**src/rtl/editor_buf_ctrl.sv**
```systemverilog
// Text-editor character buffer controller: turns accepted keystrokes into buffer
// writes and cursor moves, and sweeps the whole buffer with spaces on a clear request.
module editor_buf_ctrl #(
    parameter int COLS       = 80,
    parameter int ROWS       = 24,
    parameter int BLINK_BITS = 24
) (
    input  logic                  clk,
    input  logic                  reset,
    input  logic                  key_valid,
    input  logic [7:0]            key_code,
    output logic                  key_ready,
    input  logic                  clr_req,
    input  logic                  caps_on,
    input  logic [2:0]            color_selector,
    output logic                  wr_en,
    output logic [11:0]           wr_addr,
    output logic [9:0]            wr_data,
    output logic [6:0]            cursor_col,
    output logic [4:0]            cursor_row,
    output logic                  cursor_blink,
    output logic                  busy
);

    typedef enum logic [1:0] {IDLE, WRITE, CLEAR} state_t;

    localparam logic [6:0] LAST_COL = 7'(COLS - 1);
    localparam logic [4:0] LAST_ROW = 5'(ROWS - 1);

    state_t                state;
    logic                  pending;
    logic [7:0]            key_reg;
    logic [6:0]            col, clr_col;
    logic [4:0]            row, clr_row;
    logic [BLINK_BITS-1:0] blink_cnt;

    logic       is_print, is_bs, is_cr, bs_ok, is_lower;
    logic [6:0] next_col, prev_col, wr_char;
    logic [4:0] next_row, prev_row;

    always_comb begin
        is_print = (key_reg >= 8'h20) && (key_reg <= 8'h7E);
        is_bs    = (key_reg == 8'h08);
        is_cr    = (key_reg == 8'h0D);
        is_lower = (key_reg >= 8'h61) && (key_reg <= 8'h7A);
        bs_ok    = is_bs && !((col == '0) && (row == '0));
        next_col = (col == LAST_COL) ? '0 : col + 7'd1;
        next_row = (col != LAST_COL) ? row : ((row == LAST_ROW) ? '0 : row + 5'd1);
        prev_col = (col == '0) ? LAST_COL : col - 7'd1;
        prev_row = (col == '0) ? row - 5'd1 : row;
    end

    // Backspace writes at the cell it moves to, not at the current cursor.
    always_comb begin
        wr_en   = 1'b0;
        wr_addr = {row, col};
        wr_char = key_reg[6:0];
        case (state)
            WRITE: begin
                if (is_print) begin
                    wr_en   = 1'b1;
                    wr_char = (caps_on && is_lower) ? key_reg[6:0] - 7'h20 : key_reg[6:0];
                end else if (bs_ok) begin
                    wr_en   = 1'b1;
                    wr_addr = {prev_row, prev_col};
                    wr_char = 7'h20;
                end
            end
            CLEAR: begin
                wr_en   = 1'b1;
                wr_addr = {clr_row, clr_col};
                wr_char = 7'h20;
            end
            default: ;
        endcase
        wr_data = {color_selector, wr_char};
    end

    assign key_ready    = (state == IDLE) && !pending && !clr_req;
    assign busy         = (state != IDLE) || pending;
    assign cursor_col   = col;
    assign cursor_row   = row;
    assign cursor_blink = blink_cnt[BLINK_BITS-1];

    always_ff @(posedge clk) begin
        if (!reset) begin
            state     <= IDLE;
            pending   <= 1'b0;
            key_reg   <= '0;
            col       <= '0;
            row       <= '0;
            clr_col   <= '0;
            clr_row   <= '0;
            blink_cnt <= '0;
        end else begin
            blink_cnt <= blink_cnt + {{(BLINK_BITS-1){1'b0}}, 1'b1};
            case (state)
                IDLE: begin
                    if (pending || clr_req) begin
                        state   <= CLEAR;
                        pending <= 1'b1;
                        clr_col <= '0;
                        clr_row <= '0;
                    end else if (key_valid) begin
                        key_reg <= key_code;
                        state   <= WRITE;
                    end
                end
                WRITE: begin
                    pending <= pending | clr_req;
                    state   <= IDLE;
                    if (is_print) begin
                        col <= next_col;
                        row <= next_row;
                    end else if (bs_ok) begin
                        col <= prev_col;
                        row <= prev_row;
                    end else if (is_cr) begin
                        col <= '0;
                        row <= (row == LAST_ROW) ? '0 : row + 5'd1;
                    end
                end
                CLEAR: begin
                    // Requests arriving mid-sweep are covered by this sweep.
                    if ((clr_col == LAST_COL) && (clr_row == LAST_ROW)) begin
                        state   <= IDLE;
                        pending <= 1'b0;
                        col     <= '0;
                        row     <= '0;
                    end else if (clr_col == LAST_COL) begin
                        clr_col <= '0;
                        clr_row <= clr_row + 5'd1;
                    end else begin
                        clr_col <= clr_col + 7'd1;
                    end
                end
                default: state <= IDLE;
            endcase
        end
    end

endmodule

```
**config.mk**
```make
export PLATFORM = sky130hd
export DESIGN_NAME = editor_buf_ctrl
export DESIGN_NICKNAME = d
export VERILOG_FILES = /design/src/rtl/editor_buf_ctrl.sv
export SDC_FILE = /design/constraint.sdc
export NUM_CORES = 1
export LEC_CHECK = 0
export BUFFER_PORTS_ARGS = -buffer_cell sky130_fd_sc_hd__buf_2
export CAP_MARGIN = 20
export CORE_AREA = 5 5 74 127
export DETAILED_ROUTE_END_ITERATION = 8
export DIE_AREA = 0 0 79 132
export PLACE_DENSITY = 0.78
export SYNTH_ARGS = -nofsm -noshare
export SYNTH_HDL_FRONTEND = slang
export SYNTH_SLANG_ARGS = --single-unit
```
**constraint.sdc**
```tcl
create_clock -name clk -period 2.97 [get_ports clk]
set_clock_uncertainty 0.2 [all_clocks]
set_input_delay 0.7425 -clock clk [delete_from_list [all_inputs] [get_ports clk]]
set_output_delay 0.7425 -clock clk [all_outputs]
set_load 0.1 [all_outputs]
```
==> flow_summary.json <==
{
  "critPathCaptureType": "output pin",
  "fin_ws_ns": -0.322,
  "grt_remaining_overflow": 0,
  "final_area_um2": 5930,
  "crit_path_cell_trace": "buf_4, nor4_4, nand2_2, buf_6, buf_6, nor3_4, a32o_1, a22o_2, buf_12",
  "worstSetupStartpointType": "flop",
  "fp-row-count": 44,
  "drt_first_iter_violations": 354,
  "firstDrtPassIters": 6,
  "drive_gt1_share_pct": 38.3,
  "yosysSeqAreaShare_pct": 29.3,
  "synth-seq-cells": 59,
  "drc": 0,
  "worstHoldPathType": "reg -> reg",
  "routed_wl_um": 13900,
  "synth_edf_count": 0,
  "layout_min_cycle_time_ns": 3.29,
  "syn_to_final_growth_pct": 47.0,
  "core_um2": 8200,
  "ys_top_cells_by_count": "dfxtp_1 (59), nand2_1 (53), and2_1 (33), nand3_1 (33), nor2_1 (23)",
  "p_leak_nw": 2.37,
  "path_clk_slew_ns": 0.05,
  "clk_path_buf_depth": 2,
  "post-route-util_pct": 72.3,
  "cts_root_buf": "clkbuf_16",
  "synth_fp_nets": 520,
  "crit_arrival_ns": 2.35,
  "slowest_delay_ns": 0.32,
  "via_count": 4398,
  "place_ws_ns": -0.00406,
  "fin_nets": 629,
  "tightest_slew_ns": 0.839,
  "hpwl_um": 9630,
  "die_w_um": 79,
  "grt_pass1_vias": 4341,
  "dieHeight_um": 132,
  "avgSynthCellArea_um2": 8.22,
  "nFillCells": 555,
  "synth_top_family_by_area": "simple AND/OR/NAND/NOR gates",
  "yosys.cell_count.top_type": "dfxtp_1",
  "failed_checks": "setup timing",
  "finalPower_w": 0.00342,
  "setup-violations-final": 20,
  "maxCapViolations": 0,
  "placed_area_um2": 5160,
  "grt_max_degree": 31,
  "outcome": "finished with violations",
  "ys_top_cells_by_area": "dfxtp_1 (29%), and2_1 (5.1%), nand2_1 (4.9%)",
  "vias_per_cell": 6.31,
  "ir_drop_uv": 492,
  "synth_cells": 491,
  "async_flop_share_pct": 0,
  "synthXorXnorAreaFrac_pct": 6.94,
  "netlist_area_um2": 4040,
  "io_buffers": 47,
  "synthFlopType": "dfxtp_1",
  "synth_fa_ha_area_share_pct": 4.03,
  "antenna_found_initial": 0,
  "max_slew_margin_pct": 44.1,
  "crit_path_top_delay_cell": "dfxtp_2",
  "cp_max_fo": 6,
  "rsz0062_at_grt": "yes",
  "synth_top_cell_by_area": "dfxtp_1",
  "cts_tree": "built",
  "numCtsBuffers": 9,
  "cts_hold_buf": 0,
  "initial_utilization_pct": 49.2,
  "grt_pass1_wl_um": 21000,
  "critical_path_class": "reg -> out",
  "post-route-period-util_pct": 111,
  "synthSimpleGateAreaFrac_pct": 32.7,
  "max_freq_mhz": 304,
  "power_density_nw_per_um2": 576,
  "ant_nets": 0,
  "synth_top_cell_area_share_pct": 29.3,
  "largest_reg_flops": 24,
  "yosysWarnings": 0,
  "wire_per_inst_um": 19.9,
  "finalHoldViolCount": 0,
  "diodes": 0,
  "clk_latency_ns": 0.34,
  "cts_sinks": 59,
  "fin_setup_tns_ns": -4.46,
  "die_area_um2": 10400,
  "synth_compound_gate_area_share_pct": 20.3,
  "ys_types": 80,
  "critPathRequiredTime_ns": 2.03,
  "slew_viol_final": 0,
  "crit_top_cell": "buf_6",
  "synth.area.mux_share_pct": 1.80,
  "grt.total_usage_pct": 25.6,
  "pin_count": 54,
  "globalplace.congestion": 0.961,
  "ctsHtreeMaxLevel": 3
}
power by group:
| part | switching (W) | internal [W] | leakage (nW) |
|---|---|---|---|
| combinational | 0.000954 | 0.000570 | 1.74 |
| clock | 0.000365 | 0.000645 | 0.136 |
| sequential | 0.0000481 | 0.000834 | 0.487 |
critical path, delay by kind of cell (launching register included):
family | cells | cell delay [ns]
simple gates | 3 | 0.73
buf+inv | 4 | 0.60
compound gates | 2 | 0.37
flops | 1 | 0.32
routing by layer:
layer | GRT usage, % | wire length (µm)
met1 | 24.3 | 4640
met2 | 47.0 | 7660
met3 | 5.06 | 748
met4 | 18.5 | 850
met5 | 0 | 0
cells by family (layout without fill, tap and decap cells):
kind of cell,Yosys count,in the layout
compound gates,109,109
xor+xnor,32,32
fa+ha+maj,13,13
buf+inv,43,157
flops,59,59
mux,7,7
simple gates,228,228
placed cells by master, fill, tap and decap left out, drive strengths merged, types with 15 or more instances in the layout:
cell | netlist | layout
nand2 | 55 | 55
nor2 | 25 | 25
xor2 | 18 | 18
nand3 | 33 | 33
and2 | 33 | 33
o21ai | 19 | 19
dfxtp | 59 | 59
a21boi | 15 | 15
buf | 10 | 126
a21oi | 18 | 18
metrics by stage:
stage / hold slack, ns / std cells
after floorplan: 0.248 / 491
after global routing: 0.358 / 697
after global placement: 0.265 / 656
final: 0.295 / 697
after detailed placement: 0.286 / 656
after CTS: 0.301 / 683
path summary, 6_finish.rpt:
path	startpoint	endpoint	slack [ns]	depth (start not counted)
setup reg to reg	state[0]	clr_col[3]	0.26	9
hold reg to reg	blink_cnt[0]	blink_cnt[0]	0.29	1
hold / removal	blink_cnt[0]	blink_cnt[0]	0.29	1
setup / recovery	key_reg[4]	wr_addr[7]	-0.32	9
final cells by class:
class | count | area (µm²) | share of cell area, %
inverters | 15 | 63.8 | 1.08
clock inverters | 5 | 55.1 | 0.928
repair buffers | 126 | 1210 | 20.4
well taps | 92 | 115 | 1.94
multi-input cells | 389 | 3050 | 51.3
flip-flops and latches | 59 | 1210 | 20.5
clock buffers | 11 | 233 | 3.92
timing repair:
| item | 4_1_cts | 5_1_grt |
|---|---|---|
| pin swaps | 18 | 26 |
| resized for setup | 47 | 22 |
| setup buffers | 11 | 16 |
| setup endpoints to repair | 20 | 20 |
Power figures use the tool's default switching activity.
